--- config.mk ---
export PLATFORM = sky130hd
export DESIGN_NAME = time_entry_loader
export DESIGN_NICKNAME = d
export VERILOG_FILES = /design/src/rtl/time_entry_loader.sv
export SDC_FILE = /design/constraint.sdc
export NUM_CORES = 1
export LEC_CHECK = 0
export CORE_ASPECT_RATIO = 0.8
export CORE_MARGIN = 3
export CORE_UTILIZATION = 42
export CTS_BUF_LIST = sky130_fd_sc_hd__clkbuf_4 sky130_fd_sc_hd__clkbuf_8 sky130_fd_sc_hd__clkbuf_16
export DETAILED_ROUTE_END_ITERATION = 8
export PLACE_DENSITY = 0.73
export SETUP_SLACK_MARGIN = 0.1
export SLEW_MARGIN = 10
export SYNTH_ARGS = -nofsm -noshare
export SYNTH_HDL_FRONTEND = slang
export SYNTH_SLANG_ARGS = --single-unit
--- constraint.sdc ---
create_clock -name clock -period 1.4 [get_ports clock]
set_input_delay 0.28 -clock clock [delete_from_list [all_inputs] [get_ports clock]]
set_output_delay 0.28 -clock clock [all_outputs]
set_load 0.05 [all_outputs]
--- src/rtl/time_entry_loader.sv ---
// time_entry_loader
//   Keypad-side writer for the microwave timer digit chain. Collects decimal
//   key presses into a 4-digit BCD buffer (MM:SS), parallel-loads the buffer
//   into the BCD down-counter digits, then waits for the timer's all-zero flag.
//
//   Build option: define SEC_TENS_CHECK_EN to reject a start whose seconds-tens
//   digit exceeds 5.
//
// Parameters:
//   LOAD_CYCLES  cycles loadn is held low per load (1..7)
//
// Ports:
//   clock        in   system clock, rising edge
//   clear        in   synchronous reset, active-high
//   key_valid    in   keypad level; each rising edge is one press
//   key_code     in   [3:0] key value, 0-9 are digits
//   start        in   strobe: commit buffer to timer
//   cancel       in   strobe: abort entry or run
//   timer_zero   in   all timer digits read 0
//   load_data    out  [15:0] {min_tens, min_ones, sec_tens, sec_ones}
//   loadn        out  active-low parallel-load strobe
//   digit_count  out  [2:0] digits entered, saturating at 4
//   busy         out  high in LOAD and RUN
//   done         out  one-cycle pulse when a run reaches zero
//   entry_error  out  one-cycle pulse on a rejected key or start
//
// state  | meaning
// -------+-----------------------------------------------
// IDLE   | buffer empty, waiting for the first digit
// ENTRY  | collecting digits, waiting for start/cancel
// LOAD   | loadn held low, down-counter times the strobe
// RUN    | timer counting, waiting for timer_zero/cancel
module time_entry_loader #(
    parameter int unsigned LOAD_CYCLES = 1
) (
    input  logic        clock,
    input  logic        clear,
    input  logic        key_valid,
    input  logic [3:0]  key_code,
    input  logic        start,
    input  logic        cancel,
    input  logic        timer_zero,
    output logic [15:0] load_data,
    output logic        loadn,
    output logic [2:0]  digit_count,
    output logic        busy,
    output logic        done,
    output logic        entry_error
);

    localparam logic [1:0] ST_IDLE  = 2'd0;
    localparam logic [1:0] ST_ENTRY = 2'd1;
    localparam logic [1:0] ST_LOAD  = 2'd2;
    localparam logic [1:0] ST_RUN   = 2'd3;

    // Down-counter reload: terminal count 0 marks the last low cycle of loadn.
    localparam logic [2:0] LOAD_RELOAD = 3'(LOAD_CYCLES - 1);

    logic [1:0]  state_q,       state_d;
    logic [15:0] buf_q,         buf_d;
    logic [2:0]  count_q,       count_d;
    logic [2:0]  load_cnt_q,    load_cnt_d;
    logic        loadn_q,       loadn_d;
    logic        done_q,        done_d;
    logic        err_q,         err_d;
    logic        key_prev_q,    key_prev_d;

    logic        key_press;
    logic        key_is_digit;
    logic [15:0] buf_shifted;
    logic [2:0]  count_inc;

    assign key_press    = key_valid & ~key_prev_q;
    assign key_is_digit = (key_code <= 4'd9);
    // Oldest digit (min_tens) falls off the top on a fifth entry.
    assign buf_shifted  = {buf_q[11:0], key_code};
    assign count_inc    = (count_q == 3'd4) ? 3'd4 : count_q + 3'd1;

    always_comb begin
        state_d    = state_q;
        buf_d      = buf_q;
        count_d    = count_q;
        load_cnt_d = load_cnt_q;
        loadn_d    = loadn_q;
        done_d     = 1'b0;
        err_d      = 1'b0;
        key_prev_d = key_valid;

        case (state_q)
            ST_IDLE: begin
                if (key_press) begin
                    if (key_is_digit) begin
                        buf_d   = buf_shifted;
                        count_d = count_inc;
                        state_d = ST_ENTRY;
                    end else begin
                        err_d = 1'b1;
                    end
                end
            end
            ST_ENTRY: begin
                if (cancel) begin
                    buf_d   = 16'h0000;
                    count_d = 3'd0;
                    state_d = ST_IDLE;
                end else if (start) begin
                    // A key press coinciding with start is dropped.
`ifdef SEC_TENS_CHECK_EN
                    if (buf_q[7:4] > 4'd5) begin
                        err_d = 1'b1;
                    end else begin
                        loadn_d    = 1'b0;
                        load_cnt_d = LOAD_RELOAD;
                        state_d    = ST_LOAD;
                    end
`else
                    loadn_d    = 1'b0;
                    load_cnt_d = LOAD_RELOAD;
                    state_d    = ST_LOAD;
`endif
                end else if (key_press) begin
                    if (key_is_digit) begin
                        buf_d   = buf_shifted;
                        count_d = count_inc;
                    end else begin
                        err_d = 1'b1;
                    end
                end
            end
            ST_LOAD: begin
                if (cancel) begin
                    loadn_d = 1'b1;
                    buf_d   = 16'h0000;
                    count_d = 3'd0;
                    state_d = ST_IDLE;
                end else if (load_cnt_q == 3'd0) begin
                    loadn_d = 1'b1;
                    state_d = ST_RUN;
                end else begin
                    load_cnt_d = load_cnt_q - 3'd1;
                end
            end
            ST_RUN: begin
                // cancel outranks timer_zero so a simultaneous pair never pulses done.
                if (cancel || timer_zero) begin
                    done_d  = ~cancel;
                    buf_d   = 16'h0000;
                    count_d = 3'd0;
                    state_d = ST_IDLE;
                end
            end
            default: begin
                state_d = ST_IDLE;
            end
        endcase
    end

    always_ff @(posedge clock) begin
        if (clear) begin
            state_q    <= ST_IDLE;
            buf_q      <= 16'h0000;
            count_q    <= 3'd0;
            load_cnt_q <= 3'd0;
            loadn_q    <= 1'b1;
            done_q     <= 1'b0;
            err_q      <= 1'b0;
            key_prev_q <= 1'b0;
        end else begin
            state_q    <= state_d;
            buf_q      <= buf_d;
            count_q    <= count_d;
            load_cnt_q <= load_cnt_d;
            loadn_q    <= loadn_d;
            done_q     <= done_d;
            err_q      <= err_d;
            key_prev_q <= key_prev_d;
        end
    end

    assign load_data   = buf_q;
    assign loadn       = loadn_q;
    assign digit_count = count_q;
    assign busy        = (state_q == ST_LOAD) || (state_q == ST_RUN);
    assign done        = done_q;
    assign entry_error = err_q;

endmodule

==> results.sh, run 1 <==
export IMPL_status="finished, violations left"
export IMPL_violations="negative setup slack"
export IMPL_cp_data_arrival_time_ns=1.69
export IMPL_routed_wl_um=3596
export IMPL_avgSynthCellArea_um2=9.709
export IMPL_register_area_um2=570.5
export IMPL_yosys_top_cells_area="dfxtp_1 (45%), mux2i_1 (13%), nor2_1 (5.4%), ha_1 (4.0%), nand2b_1 (3.0%)"
export IMPL_rows=17
export IMPL_finalCoreUtilization=0.8004
export IMPL_drc=0
export IMPL_grt_pass1_wl_um=5540
export IMPL_synth_mux_area_frac=0.1279
export IMPL_grt_usage=0.2040
export IMPL_ys_warnings_count=0
export IMPL_worstHoldPathCells=2
export IMPL_power_density_mw_per_mm2=741.8
export IMPL_r2r_setup_slack_ns=-0.09
export IMPL_root_buffer="clkbuf_8"
export IMPL_grt_overflow_total=0
export IMPL_detail_route_antenna_nets=0
export IMPL_clock_path_buffers=2
export IMPL_die_w_um=67.06
export IMPL_n_fill_cell=184
export IMPL_async_reset_ff_frac=0
export IMPL_clk_pin_slew_ns=0.08
export IMPL_ff2ff_path_depth=6
export IMPL_synth_top_family_by_area="simple AND/OR/NAND/NOR gates"
export IMPL_worstHoldEndpoint="load_cnt_q[2]"
export IMPL_reg2reg_to="load_cnt_q[1]"
export IMPL_yosys_area_share_simple=0.1948
export IMPL_rsz0062_at_grt="true"
export IMPL_hold_slack_ns=0.4965
export IMPL_yosys_area_share_adder=0.03996
export IMPL_start_util=0.4461
export IMPL_worst_slack_ns=-0.08764
export IMPL_io_buffer_count=32
export IMPL_crit_buf_inv=1
export IMPL_fp_coreArea_mm2=0.002808
export IMPL_clkLatencyLatePin_ns=0.27
export IMPL_period_share=1.063
export IMPL_fin_nets=208
export IMPL_timing_final_hold_violations=0
export IMPL_cp_max_fo=4
export IMPL_grt_pass1_vias=1176
export IMPL_critPathKind="reg -> reg"
export IMPL_num_antenna_cells=0
export IMPL_slowest_stage="or4b_1"
export IMPL_peakVddDrop_mv=0.8873
export IMPL_dp_hpwl_um=2395
export IMPL_cp_required_ns=1.61
export IMPL_yosysUniqueCellTypes=36
export IMPL_synth_nets=143
export IMPL_endpoint_kind="flip-flop"
export IMPL_synth_edf_count=0
export IMPL_dr_pass1_iters=4
export IMPL_drt_initial_drc_count=23
export IMPL_timing_fmax_mhz=672.2
export IMPL_max_slew_margin=0.8053
export IMPL_layout_min_cycle_time_ns=1.488
export IMPL_worstSetupStartpointType="flip-flop"
export IMPL_area_growth_pct=79.42
export IMPL_multiInputGateArea_um2=703.2
export IMPL_clock_sinks=28
export IMPL_die_height_um=54.84
export IMPL_r2r_start="load_cnt_q[0]"
export IMPL_crit_path_cell_trace="inv_2 > ha_2 > or2b_1 > a21oi_2 > or4b_1 > a21oi_1"
export IMPL_ys_ff_latch=28
export IMPL_synth_top_area_share=0.4476
export IMPL_ios=33
export IMPL_cts_tree="built"
export IMPL_netlist_area_mm2=0.001252
export IMPL_antenna_found_initial=0
export IMPL_synth_xor_area_frac=0
export IMPL_ctsHoldBuffers=0
export IMPL_slew_viol_final=0
export IMPL_place_gp_congestion=0.8369
export IMPL_die_area_mm2=0.003677
export IMPL_vias=1208
export IMPL_numCtsBuffers=3
export IMPL_wl_per_cell_um=15.63
export IMPL_ys_flop_type="dfxtp_1"
export IMPL_grt_max_degree=15
export IMPL_worst_pin_slew_ns=0.2895
export IMPL_critPathTopFamily="simple AND/OR/NAND/NOR gates"
export IMPL_max_stage_delay_ns=0.48
export IMPL_leakage_uw=0.0009844
export IMPL_hp_class="reg -> reg"
export IMPL_ys_seq_area_frac=0.4476
export IMPL_drive_gt1_frac=0.4479
export IMPL_routed_via_density=5.252
export IMPL_synth_largest_area_cell="dfxtp_1"
export IMPL_cts_max_level=1
export IMPL_fin_skew_ns=0.002101
export IMPL_worstHoldStart="load_cnt_q[2]"
export IMPL_finalSetupViolCount=18
export IMPL_synth_compound_area_frac=0.1289
export IMPL_drv_cap=0
export IMPL_synthesis_instances=129
tightest hold or removal path, delay by kind of cell (launching register included):
kind	cells	cell delay, ns
flops	1	0.34
compound gates	2	0.12
timing repair:
action	CTS	global route
endpoints found under the setup margin	25	25
resized for setup	20	5
setup buffers	7	3
cloned	1	0
hold endpoints to repair	0	0
pin swaps	6	1
synthesized netlist by cell type (all sizes together) (2+ instances only):
master,n
mux2i,16
a211oi,4
nand2b,6
inv,4
nand2,5
buf,5
or4b,2
nor2b,3
o21ai,6
ha,4
dfxtp,28
nor2,18
a21oi,7
nor3,3
clkbuf,3
final cells by class:
type,count,share of cell area
Multi-Input combinational cell,89,0.3129
Timing Repair Buffer,68,0.3870
Sequential cell,28,0.2539
Tap cell,38,0.02116
Inverter,4,0.006682
Clock buffer,3,0.01837
metrics by stage:
stage	cells	total power [uW]	worst slack, ns	TNS [ns]	cell area, um2
2_1_floorplan	129	1038	-0.007617	-0.009895	1297
3_3_place_gp	216	1187	-0.3931	-8.259	2029
3_5_place_dp	216	1198	-0.4551	-9.211	2029
4_1_cts	227	1668	-0.09207	-0.2055	2202
5_1_grt	230	1732	-0.1783	-2.217	2247
6_report	230	1667	-0.08764	-0.6284	2247
logic make-up after synthesis:
group | count (synthesis)
compound gates | 24
fa+ha+maj | 4
buf+inv | 12
flops | 28
mux | 16
simple gates | 45
cell usage in the layout (no fill, tap or decap), types with 2 or more instances in the layout:
master / synthesis / routed
buf_4: 1 / 30
buf_12: 0 / 25
dfxtp_1: 28 / 22
nor2_1: 18 / 18
mux2i_1: 16 / 16
dlygate4sd2_1: 0 / 6
a21oi_1: 6 / 5
nand2_1: 5 / 5
nand2b_1: 6 / 5
dfxtp_2: 0 / 5
o21ai_0: 4 / 3
nor3_1: 3 / 3
clkbuf_8: 0 / 3
clkdlybuf4s50_1: 0 / 3
buf_6: 2 / 3
inv_1: 4 / 2
inv_2: 0 / 2
o21ai_2: 0 / 2
a211oi_1: 3 / 2
a211oi_2: 1 / 2
nor2b_1: 3 / 2
a21oi_2: 1 / 2
or4b_1: 2 / 2
ha_1: 4 / 2
worst max-delay path by stage:
stage	from	end	slack (ns)	cells past startpoint
2_1_floorplan	load_cnt_q[0]	load_cnt_q[0]	-0.008	6
3_3_place_gp	cancel	load_data[4]	-0.39	6
3_5_place_dp	cancel	load_data[12]	-0.46	6
4_1_cts	load_cnt_q[0]	load_cnt_q[1]	-0.09	6
5_1_grt	load_cnt_q[0]	load_cnt_q[0]	-0.18	7
6_report	load_cnt_q[0]	load_cnt_q[1]	-0.09	6
state kept, by name, indices dropped and copies added, names as in the netlist:
signal       count
loadn            1
digit_count      3
load_cnt_q       3
key_prev_q       1
load_data       16
entry_error      1
state_q          2
done             1
power breakdown:
group	switching (uW)	total (uW)	leakage, uW	internal [uW]
clock	232	425	0.0000216	193
sequential	28.9	846	0.000230	817
combinational	184	396	0.000733	212
total	445	1670	0.000984	1220
metal layers:
metal / routed length (um) / vias up / track usage / share of wire
met4: 43 / 0 / 0.05051 / 0.012
met1: 1431 / 600 / 0.2400 / 0.40
met3: 139 / 4 / 0.04312 / 0.039
li1: - / 573 / - / -
met5: 0 / - / 0 / 0
met2: 1981 / 31 / 0.3801 / 0.55
Note: power is estimated with default switching activity, not from simulation.
==> inputs of run 2 (changes only) <==
Settings changed: HOLD_SLACK_MARGIN set to 0.05.
==> results of run 2 <==
Same layout as run 1: the final DEF is identical, and so are final timing and power.
